### src/rtl/ifetch_unit.sv
// Instruction fetch front end: owns the PC, fetches from a combinational
// instruction memory and buffers {pc, instruction} pairs for decode.
module ifetch_unit #(
  parameter logic [31:0] RESET_PC   = 32'h0000_0000,
  parameter int          FIFO_DEPTH = 4
) (
  input  logic                              clk,
  input  logic                              rst,
  output logic [31:0]                       instruction_addr,
  input  logic [31:0]                       instruction,
  input  logic                              redirect_valid,
  input  logic [31:0]                       redirect_pc,
  output logic                              out_valid,
  input  logic                              out_ready,
  output logic [31:0]                       out_instr,
  output logic [31:0]                       out_pc,
  output logic [$clog2(FIFO_DEPTH+1)-1:0]   fifo_count
);

  localparam int PW = $clog2(FIFO_DEPTH);
  localparam int CW = $clog2(FIFO_DEPTH + 1);
  localparam logic [CW-1:0] DEPTH_C = CW'(FIFO_DEPTH);

  logic [31:0]   r_pc;
  logic [31:0]   r_mem_pc    [FIFO_DEPTH];
  logic [31:0]   r_mem_instr [FIFO_DEPTH];
  logic [PW-1:0] r_wptr;
  logic [PW-1:0] r_rptr;
  logic [CW-1:0] r_count;

  logic                  w_full;
  logic                  w_pop;
  logic                  w_push;
  logic [CW-1:0]         w_count_next;
  logic [FIFO_DEPTH-1:0] w_we;

  assign w_full    = (r_count == DEPTH_C);
  // A redirect cycle neither hands out nor fetches anything.
  assign out_valid = (r_count != '0) & ~redirect_valid;
  assign w_pop     = out_valid & out_ready;
  assign w_push    = ~redirect_valid & (~w_full | w_pop);

  assign instruction_addr = r_pc;
  assign fifo_count       = r_count;
  assign out_pc           = r_mem_pc[r_rptr];
  assign out_instr        = r_mem_instr[r_rptr];

  genvar gi;
  generate
    for (gi = 0; gi < FIFO_DEPTH; gi++) begin : g_we
      assign w_we[gi] = w_push & (r_wptr == PW'(gi));
    end
  endgenerate

  always_comb begin
    w_count_next = r_count;
    case ({w_push, w_pop})
      2'b10:   w_count_next = r_count + CW'(1);
      2'b01:   w_count_next = r_count - CW'(1);
      default: w_count_next = r_count;
    endcase
  end

  always_ff @(posedge clk) begin
    if (rst) begin
      r_pc    <= RESET_PC;
      r_wptr  <= '0;
      r_rptr  <= '0;
      r_count <= '0;
    end else if (redirect_valid) begin
      // Low address bits are masked so the redirect target stays word aligned.
      r_pc    <= redirect_pc & 32'hFFFF_FFFC;
      r_wptr  <= '0;
      r_rptr  <= '0;
      r_count <= '0;
    end else begin
      if (w_push) begin
        r_pc   <= r_pc + 32'd4;
        r_wptr <= r_wptr + PW'(1);
      end
      if (w_pop) begin
        r_rptr <= r_rptr + PW'(1);
      end
      r_count <= w_count_next;
    end
  end

  // Entries are cleared on reset so the head reads zero until the first fetch lands.
  always_ff @(posedge clk) begin
    for (int i = 0; i < FIFO_DEPTH; i++) begin
      if (rst) begin
        r_mem_pc[i]    <= '0;
        r_mem_instr[i] <= '0;
      end else if (w_we[i]) begin
        r_mem_pc[i]    <= r_pc;
        r_mem_instr[i] <= instruction;
      end
    end
  end

endmodule

### config.mk
export PLATFORM = sky130hd
export DESIGN_NAME = ifetch_unit
export DESIGN_NICKNAME = d
export VERILOG_FILES = /design/src/rtl/ifetch_unit.sv
export SDC_FILE = /design/constraint.sdc
export NUM_CORES = 1
export LEC_CHECK = 0
export CORE_ASPECT_RATIO = 1.4
export CORE_MARGIN = 2
export CORE_UTILIZATION = 56
export DETAILED_ROUTE_END_ITERATION = 8
export GPL_ROUTABILITY_DRIVEN = 1
export PLACE_DENSITY = 0.81
export SETUP_SLACK_MARGIN = 0.05
export SKIP_LAST_GASP = 1
export SLEW_MARGIN = 20
export SYNTH_ARGS = -nofsm -noshare
export SYNTH_HDL_FRONTEND = slang
export SYNTH_SLANG_ARGS = --single-unit
### constraint.sdc
create_clock -name clk -period 3.7 [get_ports clk]
set_input_delay 0.74 -clock clk [delete_from_list [all_inputs] [get_ports clk]]
set_output_delay 0.74 -clock clk [all_outputs]
set_load 0.005 [all_outputs]
# Word level (Yosys, flattened, before mapping)
# Memory sizes are Yosys's and may differ from the RTL's. A register that Yosys moved wholly into a read port is not among the register bits.
# Cells that the tools add are included.
# classes
n_reduce_logical	5
bitwise	18
n_mux	29
n_addsub	5
eq_ne	6
# ops
operator	count
2-to-1 mux 32 bit	10
adder 32 x 3 -> 32 bit, second input constant	1
2-to-1 mux 1 bit	14
OR 1 bit	9
2-to-1 mux 2 bit	4
AND 1 bit	7
== test 2 bit, second input constant	3
one-hot mux 3 bit (2 select lines)	1
adder 2 x 1 -> 2 bit, second input constant	2
== test 2 x 1 -> 1 bit, second input constant	2
nonzero test 2 bit	2
adder 3 x 1 -> 3 bit, second input constant	1
== test 3 bit, second input constant	1
nonzero test 3 bit	1
subtractor 3 x 1 -> 3 bit, second input constant	1
logical NOT 2 bit	1
inverter 1 bit	2
OR reduction 2 bit	1
# totals
mem_bits_rw	256
memories	2
regBits	39
word_cells	70
out_inout_bits	100
in_bits	68
# memory_table
name	words	width	read_ports	rd_clocked_by_memory_dff	write_ports	line_no	text
r_mem_instr	4	32	1	1	4	26	logic [31:0] r_mem_instr [FIFO_DEPTH];
r_mem_pc	4	32	1	1	4	25	logic [31:0] r_mem_pc [FIFO_DEPTH];

# Longest topological paths before layout
# Gate-level depths: netlist of the first run.
# depth
depth_word	10
depth_mapped	8
depth_no_buf	7

# Worst setup path before layout of the first run
# Ideal clock, no wire load.
# synth_path
path_type	input to register
from	input out_ready
to	memory r_mem_instr[2][0], enable pin
n_path_buf	1
setup_slack_ps	529
setup_time_ps	419
t_required_ps	3281
arrival_ps	2752
path_stages	5
cell_sequence	buf_2 nor2b_1 nor2_2 nor2_1 a21o_1
# synth_lines
item	line_no	text
start, declared	14	input logic out_ready,
end, declared	26	

==> results of run 1 <==
## registers in the layout, summed over array words and instances (netlist names), named ones only
signal,flops
r_wptr,2
r_mem_instr,128
instruction_addr,30
r_rptr,2
fifo_count,3
r_mem_pc,120
## layout make-up
type                            instances  area share
Inverter                               22     0.00522
Multi-Input combinational cell        507       0.277
Sequential cell                       287       0.520
Clock buffer                           28      0.0429
Clock inverter                         20      0.0118
Tap cell                              306      0.0242
Timing Repair Buffer                  185       0.119
## stage by stage
stage | instance area [um^2] | util | worst slack, ns | hold WS [ns]
floorplan | 13000 | - | 0.529 | 0.485
finish | 15800 | 0.687 | 0.349 | 0.529
global route | 15800 | 0.687 | 0.202 | 0.581
CTS | 15800 | 0.687 | 0.288 | 0.534
global placement | 15000 | 0.650 | 0.402 | 0.501
detailed placement | 15000 | 0.650 | 0.326 | 0.519
## report_power, final
| group | switching [W] | internal, W |
|---|---|---|
| combinational | 0.000301 | 0.000340 |
| clock | 0.00118 | 0.00154 |
| sequential | 0.0000970 | 0.00368 |
| total | 0.00158 | 0.00557 |
## metal layers
layer	routed length, um	track usage	part of all wire	up-vias
met5	0	0	0	-
met4	582	0.0641	0.020	0
met2	15400	0.429	0.53	251
met3	1730	0.0352	0.059	40
li1	-	-	-	3715
met1	11400	0.305	0.39	4016
## final timing paths
check             depth (start not counted)                                to  slack [ns]                  startpoint
setup / recovery                          3                        out_pc[27]        0.35                   flip-flop
hold / removal                            2            r_rptr[1]$_SDFFE_PP0P_        0.53      r_rptr[1]$_SDFFE_PP0P_
setup reg to reg                          7  r_mem_instr[3][25]$_SDFFCE_PN0P_        0.77  fifo_count[0]$_SDFFE_PP0P_
hold reg to reg                           2            r_rptr[1]$_SDFFE_PP0P_        0.53      r_rptr[1]$_SDFFE_PP0P_
## logic make-up (layout without fill, tap and decap cells)
| group | Yosys count | after routing | synth area share |
|---|---|---|---|
| other | 1 | 4 | 0.000288 |
| XOR/XNOR | 33 | 33 | 0.0222 |
| adder cells (fa/ha/maj) | 7 | 7 | 0.00673 |
| AO/OA/AOI/OAI | 56 | 56 | 0.0294 |
| buffers and inverters | 108 | 255 | 0.0359 |
| multiplexers | 73 | 73 | 0.116 |
| AND/OR/NAND/NOR | 334 | 334 | 0.158 |
| flip-flops | 287 | 287 | 0.632 |
## placed cells by master (no fill, tap or decap), types with 3 or more instances in the layout
| cell type | n |
|---|---|
| nand3_1 | 11 |
| dfxtp_1 | 37 |
| and3_1 | 251 |
| xor2_1 | 13 |
| clkbuf_16 | 27 |
| nand2_1 | 11 |
| edfxtp_1 | 248 |
| conb_1 | 4 |
| clkinv_2 | 6 |
| nor4b_1 | 5 |
| o22ai_1 | 4 |
| mux2i_1 | 10 |
| clkdlybuf4s50_1 | 160 |
| nand3_2 | 5 |
| nor3_1 | 5 |
| buf_12 | 8 |
| mux4_2 | 62 |
| o21a_1 | 16 |
| buf_4 | 16 |
| xnor2_1 | 20 |
| ha_1 | 3 |
| clkinv_1 | 7 |
| nor2_1 | 22 |
| nand4_1 | 9 |
| ha_2 | 4 |
| inv_1 | 22 |
| a21oi_1 | 23 |
| a21o_4 | 4 |
| bufinv_16 | 3 |
## worst min-delay path, cell delays in order, from the launching register on
cell	delay [ns]
dfxtp_1	0.33
xor2_1	0.07
nor2_1	0.09
==> flow_metrics.env, run 1 <==
export IMPL_status="finished, final reports clean"
export IMPL_cp_num_buf_inv=2
export IMPL_critPathSlowestCell="dfxtp_4"
export IMPL_clk_pin_slew_ns=0.06
export IMPL_grt_pass1_vias=8152
export IMPL_core_area_um2=23000
export IMPL_h_tree_depth=1
export IMPL_yosysTopAreaCell="edfxtp_1"
export IMPL_cpLargestDelayFamily="buffers and inverters"
export IMPL_synth_area_leaders="edfxtp_1 (57%), and3_1 (12%), mux4_2 (11%), dfxtp_1 (6.0%), buf_2 (1.5%)"
export IMPL_die_h_um=184
export IMPL_die_w_um=133
export IMPL_crit_path_end_kind="output port"
export IMPL_syn_cell_area_um2=13000
export IMPL_relSlewSlack=0.367
export IMPL_fin_crit_sh=0.906
export IMPL_routed_wl_um=29100
export IMPL_yosys_top_cells_count="and3_1 (251), edfxtp_1 (248), mux4_2 (62)"
export IMPL_root_buffer="clkbuf_16"
export IMPL_tns_ns=0
export IMPL_finalCriticalPeriod_ns=3.35
export IMPL_first_iter_violations=609
export IMPL_grt_max_degree=193
export IMPL_fillCellCount=1532
export IMPL_synth_area_per_cell_um2=14.5
export IMPL_crit_chain="buf_4, mux4_2, clkdlybuf4s50_1"
export IMPL_critPathLaunchType="flip-flop"
export IMPL_critPathRequiredTime_ns=2.96
export IMPL_ir_worst_vdd_v=0.000317
export IMPL_numCtsBuffers=27
export IMPL_areaGrowthSynthToFinish_pct=21.6
export IMPL_num_io_pins=168
export IMPL_postCtsSetupRepairBufs=0
export IMPL_maxCapViolCount=0
export IMPL_yosysUniqueCellTypes=46
export IMPL_gp_congestion=0.790
export IMPL_finalHoldViolations=0
export IMPL_arrival_ns=2.61
export IMPL_layout_cells_non_filler=1355
export IMPL_dp_cells=1307
export IMPL_yosys_warnings=0
export IMPL_multiInputGateArea_um2=4380
export IMPL_ff_latch_area_um2=8240
export IMPL_rsz0062_at_grt="false"
export IMPL_num_antenna_cells=0
export IMPL_synth_edf_count=248
export IMPL_row_count=66
export IMPL_viasPerCell=5.92
export IMPL_start_util=0.565
export IMPL_skew_ns=0.0192
export IMPL_clk_insertion_delay_late_ns=0.53
export IMPL_setup_violations=0
export IMPL_hp_class="reg -> reg"
export IMPL_overflow=0
export IMPL_cts_tree="built"
export IMPL_synth_flop_cell="edfxtp_1"
export IMPL_final_net_count=1105
export IMPL_portBuffers=161
export IMPL_ant_nets=0
export IMPL_wl_per_cell_um=21.5
export IMPL_crit_fanout=24
export IMPL_worst_path_largest_cell_delay_ns=0.67
export IMPL_max_freq_mhz=298
export IMPL_drc=0
export IMPL_yosysSeqAreaShare=0.632
export IMPL_drive_above_1_share=0.146
export IMPL_drtPass1Iterations=8
export IMPL_synth_top_cell_area_share=0.572
export IMPL_grt_util_all_layers=0.239
export IMPL_antenna_found_initial=0
export IMPL_grt_pass1_wl_um=45600
export IMPL_cts_sinks=287
export IMPL_ys_seq_elements=287
export IMPL_path_class="reg -> out"
export IMPL_powerDensity_nw_per_um2=451
export IMPL_dr_total_vias=8022
export IMPL_dieArea_um2=24500
export IMPL_synth_most_common_cell="and3_1"
export IMPL_worst_slew_pin_slew_ns=0.948
export IMPL_clock_path_buffers=3
export IMPL_p_leak_nw=6.47
export IMPL_cts_resized=0
export IMPL_slew_viol_final=0
export IMPL_power_w=0.00714
export IMPL_post_synth_inst_count=899
export IMPL_post_dp_hpwl_um=17500
export IMPL_async_reset_ff_frac=0
export IMPL_cts_hold_buf=0
Note: power is estimated with default switching activity, not from simulation.
==> run 2: changes to the inputs <==
--- a/config.mk
+++ b/config.mk
@@ -8,6 +8,7 @@
 export CORE_ASPECT_RATIO = 1.4
 export CORE_MARGIN = 2
 export CORE_UTILIZATION = 56
+export CTS_CLUSTER_DIAMETER = 80
 export DETAILED_ROUTE_END_ITERATION = 8
 export GPL_ROUTABILITY_DRIVEN = 1
 export PLACE_DENSITY = 0.81
==> results of run 2 <==
Final layout, timing and power as in run 1 (identical DEF).
